`config.mk`:
```
export PLATFORM = sky130hd
export DESIGN_NAME = apb_requester
export DESIGN_NICKNAME = d
export VERILOG_FILES = /design/src/rtl/apb_requester.sv
export SDC_FILE = /design/constraint.sdc
export NUM_CORES = 1
export LEC_CHECK = 0
export ABC_AREA = 1
export CORE_MARGIN = 5
export CORE_UTILIZATION = 46
export CTS_CLUSTER_DIAMETER = 40
export DETAILED_ROUTE_END_ITERATION = 7
export HOLD_SLACK_MARGIN = 0.02
export PLACE_DENSITY = 0.84
export SETUP_SLACK_MARGIN = 0.02
export SLEW_MARGIN = 20
export SYNTH_ARGS = -nofsm -noshare
export SYNTH_HDL_FRONTEND = slang
export SYNTH_SLANG_ARGS = --single-unit
```
`constraint.sdc`:
```
create_clock -name pclk -period 3.06 [get_ports pclk]
set_input_delay 0.306 -clock pclk [delete_from_list [all_inputs] [get_ports pclk]]
set_output_delay 0.306 -clock pclk [all_outputs]
set_load 0.01 [all_outputs]
```
`src/rtl/apb_requester.sv`:
```
// apb_requester: single-outstanding APB4 initiator.
// Takes commands on a valid/ready stream and runs one SETUP/ACCESS transfer per
// command, then returns one response on a valid/ready stream. A bounded
// wait-state timeout aborts transfers to a slave that never raises pready.
module apb_requester #(
    parameter int ADDR_WIDTH     = 3,
    parameter int DATA_WIDTH     = 8,
    parameter int TIMEOUT_CYCLES = 16
) (
    input  logic                      pclk,
    input  logic                      presetn,
    // command stream
    input  logic                      cmd_valid,
    output logic                      cmd_ready,
    input  logic [ADDR_WIDTH-1:0]     cmd_addr,
    input  logic                      cmd_write,
    input  logic [DATA_WIDTH-1:0]     cmd_wdata,
    input  logic [DATA_WIDTH/8-1:0]   cmd_strb,
    input  logic [2:0]                cmd_prot,
    // response stream
    output logic                      rsp_valid,
    input  logic                      rsp_ready,
    output logic [DATA_WIDTH-1:0]     rsp_rdata,
    output logic                      rsp_err,
    // APB4 initiator side
    output logic [ADDR_WIDTH-1:0]     paddr,
    output logic [2:0]                pprot,
    output logic                      psel,
    output logic                      penable,
    output logic                      pwrite,
    output logic [DATA_WIDTH-1:0]     pwdata,
    output logic [DATA_WIDTH/8-1:0]   pstrb,
    input  logic                      pready,
    input  logic [DATA_WIDTH-1:0]     prdata,
    input  logic                      pslverr
);

    localparam int STRB_W     = DATA_WIDTH / 8;
    // Counter only needs to hold values up to TIMEOUT_CYCLES-1: the abort
    // fires on the wait cycle that would bring it to TIMEOUT_CYCLES.
    localparam int CNT_W      = (TIMEOUT_CYCLES > 1) ? $clog2(TIMEOUT_CYCLES) : 1;
    localparam int CNT_LAST_I = (TIMEOUT_CYCLES > 0) ? (TIMEOUT_CYCLES - 1) : 0;
    localparam logic [CNT_W-1:0] CNT_LAST = CNT_LAST_I[CNT_W-1:0];
    localparam bit   TIMEOUT_EN = (TIMEOUT_CYCLES > 0);

    typedef enum logic [1:0] {
        ST_IDLE   = 2'd0,
        ST_SETUP  = 2'd1,
        ST_ACCESS = 2'd2,
        ST_RESP   = 2'd3
    } state_t;

    // registered state and outputs
    state_t                 r_state;
    logic [ADDR_WIDTH-1:0]  r_paddr;
    logic [2:0]             r_pprot;
    logic                   r_psel;
    logic                   r_penable;
    logic                   r_pwrite;
    logic [DATA_WIDTH-1:0]  r_pwdata;
    logic [STRB_W-1:0]      r_pstrb;
    logic                   r_rsp_valid;
    logic [DATA_WIDTH-1:0]  r_rsp_rdata;
    logic                   r_rsp_err;
    logic [CNT_W-1:0]       r_cnt;

    // next-state values
    state_t                 w_state_nxt;
    logic [ADDR_WIDTH-1:0]  w_paddr_nxt;
    logic [2:0]             w_pprot_nxt;
    logic                   w_psel_nxt;
    logic                   w_penable_nxt;
    logic                   w_pwrite_nxt;
    logic [DATA_WIDTH-1:0]  w_pwdata_nxt;
    logic [STRB_W-1:0]      w_pstrb_nxt;
    logic                   w_rsp_valid_nxt;
    logic [DATA_WIDTH-1:0]  w_rsp_rdata_nxt;
    logic                   w_rsp_err_nxt;
    logic [CNT_W-1:0]       w_cnt_nxt;

    // Next-state and next-output decode; every register holds unless changed.
    always_comb begin
        w_state_nxt     = r_state;
        w_paddr_nxt     = r_paddr;
        w_pprot_nxt     = r_pprot;
        w_psel_nxt      = r_psel;
        w_penable_nxt   = r_penable;
        w_pwrite_nxt    = r_pwrite;
        w_pwdata_nxt    = r_pwdata;
        w_pstrb_nxt     = r_pstrb;
        w_rsp_valid_nxt = r_rsp_valid;
        w_rsp_rdata_nxt = r_rsp_rdata;
        w_rsp_err_nxt   = r_rsp_err;
        w_cnt_nxt       = r_cnt;

        case (r_state)
            ST_IDLE: begin
                if (cmd_valid) begin
                    // Latch the command; psel rises with the move into SETUP.
                    w_paddr_nxt   = cmd_addr;
                    w_pprot_nxt   = cmd_prot;
                    w_pwrite_nxt  = cmd_write;
                    if (cmd_write) begin
                        w_pwdata_nxt = cmd_wdata;
                        w_pstrb_nxt  = cmd_strb;
                    end else begin
                        // Reads never expose stale write data on the bus.
                        w_pwdata_nxt = {DATA_WIDTH{1'b0}};
                        w_pstrb_nxt  = {STRB_W{1'b0}};
                    end
                    w_psel_nxt    = 1'b1;
                    w_penable_nxt = 1'b0;
                    w_state_nxt   = ST_SETUP;
                end else begin
                    w_state_nxt   = ST_IDLE;
                end
            end

            ST_SETUP: begin
                w_penable_nxt = 1'b1;
                w_state_nxt   = ST_ACCESS;
            end

            ST_ACCESS: begin
                if (pready) begin
                    // Completion wins over a timeout firing in the same cycle.
                    w_psel_nxt      = 1'b0;
                    w_penable_nxt   = 1'b0;
                    w_rsp_valid_nxt = 1'b1;
                    if (r_pwrite) begin
                        w_rsp_rdata_nxt = {DATA_WIDTH{1'b0}};
                    end else begin
                        w_rsp_rdata_nxt = prdata;
                    end
                    w_rsp_err_nxt   = pslverr;
                    w_cnt_nxt       = {CNT_W{1'b0}};
                    w_state_nxt     = ST_RESP;
                end else if (TIMEOUT_EN && (r_cnt == CNT_LAST)) begin
                    // Dead slave: abandon the transfer and report an error.
                    w_psel_nxt      = 1'b0;
                    w_penable_nxt   = 1'b0;
                    w_rsp_valid_nxt = 1'b1;
                    w_rsp_rdata_nxt = {DATA_WIDTH{1'b0}};
                    w_rsp_err_nxt   = 1'b1;
                    w_cnt_nxt       = {CNT_W{1'b0}};
                    w_state_nxt     = ST_RESP;
                end else if (TIMEOUT_EN) begin
                    w_cnt_nxt       = r_cnt + CNT_W'(1);
                    w_state_nxt     = ST_ACCESS;
                end else begin
                    w_state_nxt     = ST_ACCESS;
                end
            end

            ST_RESP: begin
                if (rsp_ready) begin
                    w_rsp_valid_nxt = 1'b0;
                    w_state_nxt     = ST_IDLE;
                end else begin
                    w_state_nxt     = ST_RESP;
                end
            end

            default: begin
                // Unreachable encoding: fall back to a quiet bus in IDLE.
                w_psel_nxt      = 1'b0;
                w_penable_nxt   = 1'b0;
                w_rsp_valid_nxt = 1'b0;
                w_cnt_nxt       = {CNT_W{1'b0}};
                w_state_nxt     = ST_IDLE;
            end
        endcase
    end

    // State and output registers; async reset drops psel/penable immediately.
    always_ff @(posedge pclk or negedge presetn) begin
        if (!presetn) begin
            r_state     <= ST_IDLE;
            r_paddr     <= {ADDR_WIDTH{1'b0}};
            r_pprot     <= 3'b000;
            r_psel      <= 1'b0;
            r_penable   <= 1'b0;
            r_pwrite    <= 1'b0;
            r_pwdata    <= {DATA_WIDTH{1'b0}};
            r_pstrb     <= {STRB_W{1'b0}};
            r_rsp_valid <= 1'b0;
            r_rsp_rdata <= {DATA_WIDTH{1'b0}};
            r_rsp_err   <= 1'b0;
            r_cnt       <= {CNT_W{1'b0}};
        end else begin
            r_state     <= w_state_nxt;
            r_paddr     <= w_paddr_nxt;
            r_pprot     <= w_pprot_nxt;
            r_psel      <= w_psel_nxt;
            r_penable   <= w_penable_nxt;
            r_pwrite    <= w_pwrite_nxt;
            r_pwdata    <= w_pwdata_nxt;
            r_pstrb     <= w_pstrb_nxt;
            r_rsp_valid <= w_rsp_valid_nxt;
            r_rsp_rdata <= w_rsp_rdata_nxt;
            r_rsp_err   <= w_rsp_err_nxt;
            r_cnt       <= w_cnt_nxt;
        end
    end

    assign cmd_ready = (r_state == ST_IDLE);
    assign rsp_valid = r_rsp_valid;
    assign rsp_rdata = r_rsp_rdata;
    assign rsp_err   = r_rsp_err;
    assign paddr     = r_paddr;
    assign pprot     = r_pprot;
    assign psel      = r_psel;
    assign penable   = r_penable;
    assign pwrite    = r_pwrite;
    assign pwdata    = r_pwdata;
    assign pstrb     = r_pstrb;

endmodule

```
==> impl_metrics.json, run 1 <==
{
  "crit_top_cell": "nand2_1",
  "worst_skew_pair.late_latency_ps": 330,
  "fin_skew_ps": 6.21,
  "arrival_ps": 2050,
  "synth_mux_area_frac": 0,
  "leakagePower_uw": 0.00104,
  "comb_power_share": 0.465,
  "setup_viol": 0,
  "yosys_warnings": 0,
  "grt_pass1_vias": 1302,
  "hold_slack_ps": 365,
  "grt_max_degree": 35,
  "drtAntennaViolNets": 0,
  "fmax_mhz": 541,
  "cts_resized": 0,
  "cp_num_cells": 6,
  "cpPeakStageDelay_ps": 720,
  "fin_crit_ps": 1850,
  "place_ws_ps": 855,
  "fin_util": 0.693,
  "port_buffers": 58,
  "core-area_um2": 3080,
  "dr.pass1.iters": 4,
  "drc": 0,
  "cts_htree_levels": 2,
  "maxCapViolations": 0,
  "cts.clk_slew.worst_paths_ps": 100,
  "worstRegToRegCells": 6,
  "root_buffer": "clkbuf_4",
  "ios": 59,
  "post_cts_buffers": 0,
  "fin_ws_ps": 1210,
  "yosysSeqAreaShare": 0.573,
  "ys_ff_latch": 34,
  "critPathTopFamily": "buffers and inverters",
  "ys_top_cells_by_area": "dfrtp_1, nand2_1, nand3_1",
  "routabilityCongestion": 0.773,
  "maxSlewHeadroom": 0.443,
  "hold_viol": 0,
  "finalNetCount": 256,
  "end_kind": "register",
  "synth.cell_area_um2": 1490,
  "period_share": 0.604,
  "crit_type": "in -> reg",
  "viasPerCell": 4.66,
  "grt-ovfl-total": 0,
  "antenna_found_initial": 0,
  "avgSynthCellArea_um2": 9.00,
  "grt_pass1_wl_mm": 5.63,
  "hpwl_mm": 2.39,
  "wl_per_cell_um": 12.1,
  "final_common_cell": "nand2_1",
  "antennaDiodeCount": 0,
  "nFillCells": 255,
  "synth_xor_xnor_area_share": 0,
  "synth.largest_area_cell": "dfrtp_1",
  "required_ps": 3260,
  "cp-start-kind": "input port",
  "rsz0062_at_grt": "no",
  "clkPwrFrac": 0.122,
  "synth_cell_types": 21,
  "via_count": 1253,
  "yosysTopAreaCellShare": 0.573,
  "internal_power_uw": 1160,
  "hp-class": "in -> async",
  "drv_slew": 0,
  "outcome": "completed",
  "synth-simple-area-share": 0.275,
  "layout_common_cells": "nand2_1, clkdlybuf4s50_1, dfrtp_1",
  "die_w_um": 66.8,
  "cts_num_sinks": 34,
  "wl_mm": 3.27,
  "setup-tns-final_ps": 0,
  "final_cells": 269,
  "synth_compound_area_frac": 0.0834,
  "place_inst": 262,
  "synth_top_family_by_area": "simple AND/OR/NAND/NOR gates",
  "drive_gt1_frac": 0.102,
  "drt-initial-drc-count": 73,
  "p_per_area_nw_per_um2": 863,
  "dieArea_um2": 4460,
  "switchingPower_uw": 681,
  "synthCells": 165,
  "cp_cell_sequence": "clkdlybuf4s50_1 -> inv_1 -> nand2_1 -> nand2_1 -> nand2_1 -> o21ai_2",
  "cts_tree": "built",
  "worst_pin_slew_ps": 833,
  "cts_hold_buf": 0,
  "yosys.area_share.adder": 0.00842,
  "critPathBufInv": 2,
  "switching_share": 0.370,
  "cts_made_buffers": 5,
  "irDropWorstVdd_uv": 518,
  "initial_utilization": 0.483,
  "p_seq_frac": 0.413,
  "crit_fanout": 22,
  "synth_nets": 196,
  "syn_to_final_growth_pct": 43.6,
  "grt_use_total": 0.171,
  "clk_path_buf_depth": 2,
  "die_h_um": 66.8,
  "crit_slowest_cell": "clkdlybuf4s50_1",
  "rows": 20
}
[metal layers]
layer  vias up  GRT usage  share of wire
met4         0     0.0685          0.016
li1        642          -              -
met3         5     0.0911           0.12
met5         -          0              0
met2        47      0.267           0.44
met1       559      0.195           0.43
[cell usage after synthesis]
library cell and n:
o21ai_2 9, nor2_8 1, clkinv_1 1, nor2_2 1
inv_1 8, nor2_1 5, buf_6 1, o211ai_1 1
inv_2 2, nand3_1 20, ha_1 1, nor2_4 1
buf_2 1, nand2_1 67, clkbuf_1 1, o21a_1 1
dfrtp_1 34, inv_4 1, a21oi_1 3, buf_4 3
o21ai_0 3
[through the flow]
stage | instance area (µm²) | total power, µW
2_1_floorplan | 1490 | 1200
3_3_place_gp | 2090 | 1610
3_5_place_dp | 2090 | 1640
4_1_cts | 2130 | 1870
5_1_grt | 2130 | 1990
6_report | 2130 | 1840
[state kept, by name, indices dropped and copies added (netlist names)]
| name | flops |
|---|---|
| pprot | 3 |
| r_cnt | 4 |
| penable | 1 |
| pstrb | 1 |
| paddr | 3 |
| psel | 1 |
| pwdata | 8 |
| rsp_rdata | 8 |
| pwrite | 1 |
| r_state | 2 |
| rsp_valid | 1 |
| rsp_err | 1 |
[cell type report]
| cell class | instances | area, µm² | share of cell area |
|---|---|---|---|
| clock inverter | 2 | 10.0 | 0.00469 |
| tap | 44 | 55.1 | 0.0258 |
| clock buffer | 5 | 37.5 | 0.0176 |
| inverter | 12 | 47.5 | 0.0223 |
| multi-input combinational | 113 | 544 | 0.255 |
| timing repair buffer | 59 | 588 | 0.276 |
| sequential | 34 | 851 | 0.399 |
[power by group through the flow]
| stage | registers [µW] | clock network [µW] | logic (µW) |
|---|---|---|---|
| after detailed placement | 766 | 0 | 870 |
| after global routing | 792 | 255 | 948 |
| final | 760 | 225 | 857 |
| after global placement | 765 | 0 | 848 |
| after floorplan | 831 | 0 | 371 |
| after CTS | 762 | 237 | 873 |
[worst register-to-register path: stages, from the launching register on]
cell and delay, ps:
dfrtp_1 410, ha_1 240, nand3_1 90, nand2_1 60, nand2_1 610, nand2_1 170
o21ai_2 100
[worst paths after layout]
kind / from / end / slack, ps
max reg2reg: r_cnt[0] / rsp_rdata[3] / 1300
min: presetn / pwdata[0] / 360
min in group pclk: pprot[1] / pprot[1] / 480
max in group asynchronous: presetn / rsp_rdata[5] / 2390
min reg2reg: pprot[1] / pprot[1] / 480
max: pready / rsp_rdata[3] / 1210
[kinds of logic (layout without fill, tap and decap cells)]
kind of cell,count (synthesis),after routing
AOI/OAI and AO/OA,17,17
buffers and inverters,18,78
and+or+nand+nor,95,95
adders and majority gates,1,1
DFF,34,34
No activity file was read; power rests on OpenSTA's default activity.
==> inputs of run 2 (changes only) <==
--- a/config.mk
+++ b/config.mk
@@ -7,11 +7,11 @@
 export LEC_CHECK = 0
 export ABC_AREA = 1
 export CORE_MARGIN = 5
-export CORE_UTILIZATION = 46
+export CORE_UTILIZATION = 38
 export CTS_CLUSTER_DIAMETER = 40
 export DETAILED_ROUTE_END_ITERATION = 7
 export HOLD_SLACK_MARGIN = 0.02
-export PLACE_DENSITY = 0.84
+export PLACE_DENSITY = 0.74
 export SETUP_SLACK_MARGIN = 0.02
 export SLEW_MARGIN = 20
 export SYNTH_ARGS = -nofsm -noshare
==> constraint.sdc (replaced) <==
create_clock -name pclk -period 1.5 [get_ports pclk]
set_input_delay 0.15 -clock pclk [delete_from_list [all_inputs] [get_ports pclk]]
set_output_delay 0.15 -clock pclk [all_outputs]
set_load 0.01 [all_outputs]
==> impl_metrics.json, run 2 (synthesis gave the netlist of run 1 again) <==
{
  "via_count": 1260,
  "p_per_area_nw_per_um2": 1920,
  "viasPerCell": 4.55,
  "ios": 59,
  "hpwl_mm": 2.47,
  "cts_htree_levels": 2,
  "drive_gt1_frac": 0.122,
  "cpPeakStageDelay_ps": 540,
  "crit_type": "reg -> out",
  "drc": 0,
  "hold_depth": 3,
  "grt-ovfl-total": 0,
  "fin_skew_ps": 3.98,
  "antennaDiodeCount": 0,
  "initial_utilization": 0.400,
  "cp-start-kind": "register",
  "core-area_um2": 3720,
  "wl_per_cell_um": 12.3,
  "grt_pass1_vias": 1205,
  "cp_cell_sequence": "clkdlybuf4s50_1",
  "min_from": "cmd_addr[1]",
  "clkPwrFrac": 0.231,
  "setup_viol": 0,
  "final_common_cell": "nand2_1",
  "worst_skew_pair.late_latency_ps": 280,
  "arrival_ps": 1200,
  "internal_power_uw": 2920,
  "end_kind": "output pin",
  "critPathTopFamily": "buffers and inverters",
  "drtAntennaViolNets": 0,
  "place_area_um2": 2130,
  "wl_mm": 3.42,
  "switching_share": 0.333,
  "layout_common_cells": "nand2_1, clkdlybuf4s50_1, dfrtp_1",
  "switchingPower_uw": 1460,
  "hold_viol": 0,
  "fmax_mhz": 740,
  "cts_num_sinks": 34,
  "drt-initial-drc-count": 65,
  "finalNetCount": 259,
  "grt_max_degree": 35,
  "r2r_setup_slack_ps": 200,
  "antenna_found_initial": 0,
  "rows": 22,
  "final_area_um2": 2270,
  "port_buffers": 58,
  "required_ps": 1350,
  "cts.clk_slew.worst_paths_ps": 70,
  "post_cts_buffers": 0,
  "clk_path_buf_depth": 2,
  "nFillCells": 351,
  "outcome": "completed",
  "grt_use_total": 0.140,
  "die_h_um": 72.5,
  "maxCapViolations": 0,
  "p_seq_frac": 0.356,
  "maxSlewHeadroom": 0.504,
  "rr_endpoint": "r_cnt[3]",
  "place_ws_ps": 194,
  "root_buffer": "clkbuf_8",
  "hp-class": "in -> reg",
  "whs_endpoint": "paddr[1]",
  "comb_power_share": 0.413,
  "dieArea_um2": 5260,
  "setup-tns-final_ps": 0,
  "dr.pass1.iters": 4,
  "r2r-start": "r_cnt[0]",
  "period_share": 0.900,
  "worst_pin_slew_ps": 744,
  "crit_fanout": 2,
  "rsz0062_at_grt": "no",
  "leakagePower_uw": 0.00110,
  "routabilityCongestion": 0.731,
  "syn_to_final_growth_pct": 53.1,
  "grt_pass1_wl_mm": 5.66,
  "drv_slew": 0,
  "fin_util": 0.612,
  "worstRegToRegCells": 7,
  "cp_num_cells": 1,
  "fin_crit_ps": 1350,
  "cts_made_buffers": 5,
  "fin_ws_ps": 149,
  "crit_slowest_cell": "clkdlybuf4s50_1",
  "irDropWorstVdd_uv": 854,
  "critPathBufInv": 1,
  "cts_tree": "built",
  "die_w_um": 72.5
}
## run 2: cell types whose count changed in the layout (fill, tap and decap cells not counted), moves of 2 or more
cell | previous run | this run
buf_12 | 0 | 2
bufinv_16 | 0 | 2
clkbuf_4 | 5 | 0
clkbuf_8 | 0 | 5
clkdlybuf4s50_1 | 58 | 56
clkinv_2 | 2 | 0
## run 2: worst max path at each step
stage,start,end
6_report,rsp_rdata[4],rsp_rdata[4]
3_3_place_gp,r_state[0],cmd_ready
2_1_floorplan,r_cnt[0],r_state[0]
3_5_place_dp,pready,rsp_rdata[5]
4_1_cts,pwdata[3],pwdata[3]
5_1_grt,pwdata[3],pwdata[3]
## run 2: metal layers
| metal | track usage | part of all wire | up-vias |
|---|---|---|---|
| met1 | 0.187 | 0.42 | 560 |
| met5 | 0 | 0 | - |
| li1 | - | - | 646 |
| met3 | 0.0637 | 0.10 | 2 |
| met4 | 0.0369 | 0.0026 | 0 |
| met2 | 0.207 | 0.47 | 52 |
## run 2: through the flow
stage	power (µW)	std cells	hold WS, ps
floorplan	2450	165	-146
detailed placement	3400	268	261
global placement	3370	268	265
CTS	4430	277	385
finish	4380	277	393
global route	4680	277	390
## run 2: cell type report
type	count	area, µm²	share of cell area
Timing Repair Buffer	62	632	0.278
Multi-Input combinational cell	113	544	0.239
Sequential cell	34	852	0.375
Inverter	12	47.5	0.0209
Tap cell	48	60.1	0.0264
Clock buffer	5	68.8	0.0303
Clock inverter	3	68.8	0.0303
## run 2: power groups by stage
stage / logic, µW / registers [µW] / clock network (µW)
floorplan: 757 / 1700 / 0
global placement: 1800 / 1570 / 0
detailed placement: 1840 / 1560 / 0
CTS: 1840 / 1560 / 1030
global route: 2000 / 1620 / 1060
finish: 1810 / 1560 / 1010
## run 2: repair_timing
action | 4_1_cts | 5_1_grt
gates resized for setup | 2 | 0
hold buffers | 1 | 0
endpoints found under the hold margin | 34 | 0
endpoints found under the setup margin | 1 | 0
